### config.mk
export PLATFORM = sky130hd
export DESIGN_NAME = rr_mux_sched
export DESIGN_NICKNAME = d
export VERILOG_FILES = /design/src/rtl/rr_mux_sched.sv
export SDC_FILE = /design/constraint.sdc
export NUM_CORES = 1
export LEC_CHECK = 0
export ABC_AREA = 1
export CAP_MARGIN = 20
export CORE_UTILIZATION = 35
export CTS_CLUSTER_DIAMETER = 100
export DETAILED_ROUTE_END_ITERATION = 8
export GPL_TIMING_DRIVEN = 0
export SLEW_MARGIN = 5
export SYNTH_ARGS = -nofsm -noshare
export SYNTH_HDL_FRONTEND = slang
export SYNTH_SLANG_ARGS = --single-unit
### constraint.sdc
create_clock -name clk -period 2.1 [get_ports clk]
set_clock_uncertainty 0.2 [all_clocks]
set_input_delay 0.315 -clock clk [delete_from_list [all_inputs] [get_ports clk]]
set_output_delay 0.315 -clock clk [all_outputs]
set_load 0.005 [all_outputs]
### src/rtl/rr_mux_sched.sv
`default_nettype none
// +----------------------------------------------------------------------+
// | rr_mux_sched: round-robin, burst-limited scheduler for a 4:1 mux      |
// | Rev 1.0                                                                |
// +----------------------------------------------------------------------+
module rr_mux_sched #(
   parameter int DW        = 1,
   parameter int MAX_BURST = 4
) (
   input  logic            clk,
   input  logic            rst_n,
   input  logic [3:0]      req,
   input  logic [4*DW-1:0] data,
   input  logic            out_ready,
   output logic [1:0]      sel,
   output logic [3:0]      gnt,
   output logic            out_valid,
   output logic [DW-1:0]   out_data,
   output logic            busy
);

   localparam int            CW         = (MAX_BURST > 1) ? $clog2(MAX_BURST) : 1;
   localparam logic [CW-1:0] C_CNT_LAST = CW'(MAX_BURST - 1);

   typedef enum logic [0:0] {
      S_IDLE  = 1'b0,
      S_GRANT = 1'b1
   } state_t;

   state_t        r_state, w_state_nxt;
   logic [1:0]    r_sel,   w_sel_nxt;
   logic [1:0]    r_last,  w_last_nxt;
   logic [3:0]    r_gnt,   w_gnt_nxt;
   logic [CW-1:0] r_cnt,   w_cnt_nxt;
   logic [3:0]    w_other;
   logic          w_accept;
   logic [1:0]    w_win_req;
   logic [1:0]    w_win_oth;
   logic [DW-1:0] w_lane [4];

   // First set bit of mask searching last+1 .. last+4 (mod 4).
   function automatic logic [1:0] f_win(input logic [3:0] mask, input logic [1:0] last);
      logic [1:0] idx;
      f_win = last;
      for (int k = 4; k >= 1; k--) begin
         idx = last + 2'(k);
         if (mask[idx]) f_win = idx;
      end
   endfunction

   generate
      for (genvar gi = 0; gi < 4; gi++) begin : g_lane
         assign w_lane[gi] = data[gi*DW +: DW];
      end
   endgenerate

   assign w_other   = req & ~r_gnt;
   assign w_win_req = f_win(req, r_last);
   assign w_win_oth = f_win(w_other, r_last);
   assign out_valid = (r_state == S_GRANT) & req[r_sel];
   assign out_data  = w_lane[r_sel];
   assign w_accept  = out_valid & out_ready;
   assign sel       = r_sel;
   assign gnt       = r_gnt;
   assign busy      = (r_state == S_GRANT);

   always_comb begin
      w_state_nxt = r_state;
      w_sel_nxt   = r_sel;
      w_last_nxt  = r_last;
      w_gnt_nxt   = r_gnt;
      w_cnt_nxt   = r_cnt;
      case (r_state)
         S_IDLE: begin
            if (|req) begin
               w_state_nxt = S_GRANT;
               w_sel_nxt   = w_win_req;
               w_last_nxt  = w_win_req;
               w_gnt_nxt   = 4'b0001 << w_win_req;
               w_cnt_nxt   = '0;
            end
         end
         S_GRANT: begin
            if (!req[r_sel]) begin
               if (|w_other) begin
                  w_sel_nxt  = w_win_oth;
                  w_last_nxt = w_win_oth;
                  w_gnt_nxt  = 4'b0001 << w_win_oth;
                  w_cnt_nxt  = '0;
               end else begin
                  w_state_nxt = S_IDLE;
                  w_gnt_nxt   = 4'b0000;
               end
            end else if (w_accept && (r_cnt == C_CNT_LAST)) begin
               // Burst limit reached: hand over only if someone else waits.
               w_cnt_nxt = '0;
               if (|w_other) begin
                  w_sel_nxt  = w_win_oth;
                  w_last_nxt = w_win_oth;
                  w_gnt_nxt  = 4'b0001 << w_win_oth;
               end
            end else if (w_accept) begin
               w_cnt_nxt = r_cnt + 1'b1;
            end
         end
         default: begin
            w_state_nxt = S_IDLE;
            w_gnt_nxt   = 4'b0000;
         end
      endcase
   end

   always_ff @(posedge clk or negedge rst_n) begin
      if (!rst_n) begin
         r_state <= S_IDLE;
         r_sel   <= 2'd0;
         r_last  <= 2'd3;
         r_gnt   <= 4'b0000;
         r_cnt   <= '0;
      end else begin
         r_state <= w_state_nxt;
         r_sel   <= w_sel_nxt;
         r_last  <= w_last_nxt;
         r_gnt   <= w_gnt_nxt;
         r_cnt   <= w_cnt_nxt;
      end
   end

endmodule
`default_nettype wire
Word level (Yosys, flattened, before mapping):

Cells that the tools add are included.

* output and inout port bits: 9
* register bits after elaboration: 11
* logic and storage cells: 82

* reductions and logical operators: 6
* multiplexer cells: 48
* bitwise logic cells: 6
* add/subtract/negate cells: 4
* equality and inequality tests: 6
* order comparisons: 5
* shifts and indexed selects: 2

Operators with widths (number)
* $mux W2: 18
* $mux W4: 5
* $bmux W1 S2: 8
* $lt A2 B3 Y1 const B: 4
* $mux W1: 12
* $pmux W2 S2: 3
* $pmux W4 S2: 1
* $reduce_or A4 Y1: 2
* $shl A1 B2 Y4 const A: 2
* $ne A3 B2 Y1 const B: 2
* $reduce_and A3 Y1: 2
* $add A2 B1 Y2 const B: 2
* $add A2 B2 Y2 const B: 2
* $and A4 B4 Y4: 1
* $ne A4 B3 Y1 const B: 1
* $not A4 Y4: 1
* $ge A3 B3 Y1 const B: 1
* $ne A3 B1 Y1 const B: 1
* $not A2 Y3: 1
* $and A1 B1 Y1: 2
* $eq A2 B2 Y1 const B: 1
* $ne A2 B2 Y1 const B: 1
* $pmux W1 S2: 1
* $reduce_and A2 Y1: 1
* 2 further kinds: 2

Longest topological paths before layout:

Gate-level depths: netlist of the first run.

* depth after elaboration: 12
* gate-level depth with buffers: 15

Worst setup path before layout of the first run:

No wires, ideal clock.

* kind: register to register
* start point: reg r_last[1]
* end point: reg r_sel[0] (netlist: sel[0])
* slack: 333 ps
* cell stages (with the launch flop): 15
* clock period less this slack: 1767 ps
* required time: 1770 ps
* library setup time: 130 ps
* arrival time: 1437 ps
* cells stage by stage: dfstp_2 buf_6 inv_4 nand2_1 inv_1 nand2_1 nand2_2 nor2_4 nand2_2 nand3_2 nand2_1 nand2_1 nand2_1 nand2_1 o21ai_0

* longest elaborated chain between the ends: 10

Ends and longest elaborated chain
* start: declaration: line 32 `logic [1:0] r_last, w_last_nxt;`
* start signal: assignment: line 123 `r_last <= w_last_nxt;`
* $add A2 B2 Y2: line 46 `idx = last + 2'(k);`
* $bmux W1 S2: line 47 `if (mask[idx]) f_win = idx;`
* $mux W1 (implied by the code): line 47
* $mux W2 (3 in series): line 47
* $mux W2: line 85, 97
* $mux W2: line 94 `end else if (w_accept && (r_cnt == C_CNT_LAST)) begin`
* $mux W2: line 84 `if (!req[r_sel]) begin`
* $pmux W2 S2 (*): line 73 `case (r_state)`
* end signal: assignment: line 122 `r_sel <= w_sel_nxt;`
* end: declaration: line 31 `logic [1:0] r_sel, w_sel_nxt;`

Every way passes the cells marked *; elsewhere a longest branch is shown, timed or not. The select of a mux whose other input is x is not followed.
A chain may end at the register's enable or synchronous reset.

Final worst setup path of the first run:

* start point: reg r_last[1]
* end point: reg r_gnt[1] (netlist: gnt[1])

* longest elaborated chain between the ends: 11

Ends and longest elaborated chain
* $add A2 B2 Y2: line 46
* $bmux W1 S2: line 47
* $mux W1 (implied by the code): line 47
* $mux W2 (3 in series): line 47
* $shl A1 B2 Y4: line 88, 100
* $mux W4: line 97 `if (|w_other) begin`
* $mux W4: line 94
* $mux W4: line 84
* $pmux W4 S2 (*): line 73
* end signal: assignment: line 124 `r_gnt <= w_gnt_nxt;`
* end: declaration: line 33 `logic [3:0] r_gnt, w_gnt_nxt;`

Marked as above.

==> results of run 1 <==
## worst register-to-register path, delay by kind of cell (launching register included)
kind / cells / cell delay, ns
buf+inv: 3 / 0.23
flops: 1 / 0.54
simple gates: 12 / 0.91
## state kept, by name, summed over array words and instances (netlist names)
register / cells
gnt: 4
r_cnt: 2
r_last: 2
sel: 2
busy: 1
## worst max path at each step
stage               cells after the start                  to  slack, ns                   from
floorplan                              14  sel[0]$_DFFE_PN0P_       0.33  r_last[1]$_DFFE_PN1P_
global route                           14  gnt[0]$_DFFE_PN0P_      -0.04  r_last[0]$_DFFE_PN1P_
global placement                        6           out_valid      -0.42                 req[0]
finish                                 15  gnt[1]$_DFFE_PN0P_       0.12  r_last[1]$_DFFE_PN1P_
detailed placement                      6           out_valid      -0.42                 req[0]
CTS                                     4            out_data       0.01     sel[0]$_DFFE_PN0P_
## layout make-up
cell class / count / area [µm²] / share of cell area
sequential: 11 / 279 / 0.185
tap: 44 / 55.1 / 0.0364
clock inverter: 1 / 5.00 / 0.00331
multi-input combinational: 143 / 762 / 0.504
clock buffer: 3 / 22.5 / 0.0149
timing repair buffer: 26 / 239 / 0.158
buffer: 3 / 37.5 / 0.0248
inverter: 29 / 111 / 0.0737
## layer usage
metal / global-route usage / vias up
met5: 0 / -
met4: 0.0544 / 0
met3: 0.0218 / 6
met2: 0.323 / 33
met1: 0.261 / 575
li1: - / 643
## logic make-up (layout without fill, tap and decap cells)
group,after synthesis,in the layout,synth area share
flops,11,11,0.244
compound gates,19,19,0.0933
buf+inv,32,62,0.127
simple gates,123,123,0.525
fa+ha+maj,1,1,0.0110
## stage by stage
step	area, µm²	power [µW]
after floorplan	1140	1900
after global placement	1390	2390
after detailed placement	1390	2450
after CTS	1430	2670
after global routing	1510	3130
final	1510	2830
## power by group
group | leakage, µW | switching, µW | internal (µW)
Sequential | 0.000127 | 84.4 | 344
Combinational | 0.000676 | 1360 | 895
Clock | 0.0000177 | 82.5 | 70.7
## cells in the final DEF (no fill, tap or decap), types with 2 or more instances in the layout
master,count
a21boi_1,2
dlygate4sd2_1,5
nor2_1,15
buf_4,7
o21ai_0,5
a21oi_1,7
nand2_2,25
nor2_2,4
clkdlybuf4s50_1,13
nand4_1,4
dfrtp_1,8
nand2_1,50
nand3_1,13
nor2_4,2
inv_2,5
buf_6,2
clkbuf_4,3
nand3_2,6
nand2_4,2
inv_1,23
o21ai_1,2
dfstp_2,2
## timing repair
item | 4_1_cts | 5_1_grt
endpoints found under the setup margin | 2 | 8
pin swaps | 1 | 8
buffers inserted | 3 | 4
hold endpoints to repair | 0 | 0
cloned | 0 | 0
resized for setup | 7 | 16
==> reports/metrics.cfg, run 1 <==
[clock_network]
cts_tree=yes
htreeDepth=1
clk_pin_slew_ns=0.09
root_buffer=clkbuf_4
numCtsBuffers=3
clockBufferDepth=2
clock_latency_ns=0.29
clock-sinks=11
postCtsHoldBufs=0

[die]
coreArea_um2=3080
die-width_um=59.1
die-area_um2=3490
ios=20
rows=20
die_y_um=59.1
floorplan.initialDensity=0.370

[detailed_routing]
top_layer_used=met4
wl_met1_um=1410
drt-pass1-iter-count=4
drc=0
wl_met3_um=120
wire_per_inst_um=11.7
via_per_inst=4.83
vias=1257
dr_wl_met2_um=1470
routed_wl_um=3050
drtIter0Drc=49
detail-route-antenna-nets=0

[critical_path]
r2r-start=r_last[1]$_DFFE_PN1P_
endpoint_kind=flip-flop
reg2regPathDepth=15
required_ns=2.10
crit_family=simple AND/OR/NAND/NOR gates
critPathLaunchType=flip-flop
path_cells=buf_8 > inv_4 > nand2_2 > inv_1 > nand2_1 > nand2_2 > nor2_4 > nand2_2 > nand2_2 > nand2_2 > nand2_1 > nand2_1 > nor2_2 > nor2_1 > nor2_1
rrSetupSlack_ns=0.12
rr_endpoint=gnt[1]$_DFFE_PN0P_
critPathMaxStageDelay_ns=0.54
cp_common_cell=nand2_2
crit_fanout=10
worst-path-buf-inv=3
arrival_ns=1.98
worst-setup-path-type=flip-flop to flip-flop
cpMaxStageDelayCell=dfstp_2

[sta]
fin_tns_setup_ns=0
worst_slack_ns=0.122
slew_viol_final=0
finalCritPeriodShare=0.942
fmax_mhz=506
finalHoldViolations=0
period_minus_slack_ns=1.98
tightestPinTransition_ns=0.483
rsz0062_at_grt=true
slew_headroom=0.677
setup_viol=0
whs_ns=0.147

[pwr]
p_leak_uw=0.000821
vdd_drop_max_mv=0.694
powerDensity_nw_per_um2=1870

[yosys]
ys_ff_latch=11
synth_top_area_frac=0.198
synth_edf_count=0
syn_avg_cell_area_um2=6.13
netlist_instances=186
yosysSeqAreaShare=0.244
yosysUniqueCellTypes=25
syn_area_um2=1140
synth-async-reset-ratio=1.00
synthTopCellsByArea=dfrtp_1 20%, nand2_1 19%, nand2_2 9.9%, inv_1 7.9%, nand3_1 7.0%
yosysWarnings=0
yosysTopAreaCell=dfrtp_1
synth_nets=198
synth_most_common_cell=nand2_1
synthTopCellsByCount=58 x nand2_1, 24 x inv_1, 18 x nand2_2
synth_flop_cell=dfrtp_1

[final_layout]
num_antenna_cells=0
utilization=0.491
fillers=327
synthToLayoutAreaGrowth_pct=32.6
fin_nets=229
layout-drive-gt1-share=0.296
stdcell_count=260

[placed_design]
dp_cells=249
place_ws_ns=-0.421
place_congestion=0.826
dp_hpwl_um=2320
io_buffer_count=19

[run_status]
status=complete, no violations

[min_path]
hold_class=input pin to async pin

[global_route]
grt_pass1_vias=1170
grt_overflow=0
grt_pass1_wl_um=5110
grt_antenna_before_repair=0
grt_max_degree=12
track_usage=0.193

[job]
max_cap_viol_count=0

(Power assumes the default switching activity.)
==> inputs of run 2 (changes only) <==
Settings changed: ABC_CLOCK_PERIOD_IN_PS set to 2100.
==> results of run 2 <==
Same layout as run 1: the final DEF is identical, and so are final timing and power.
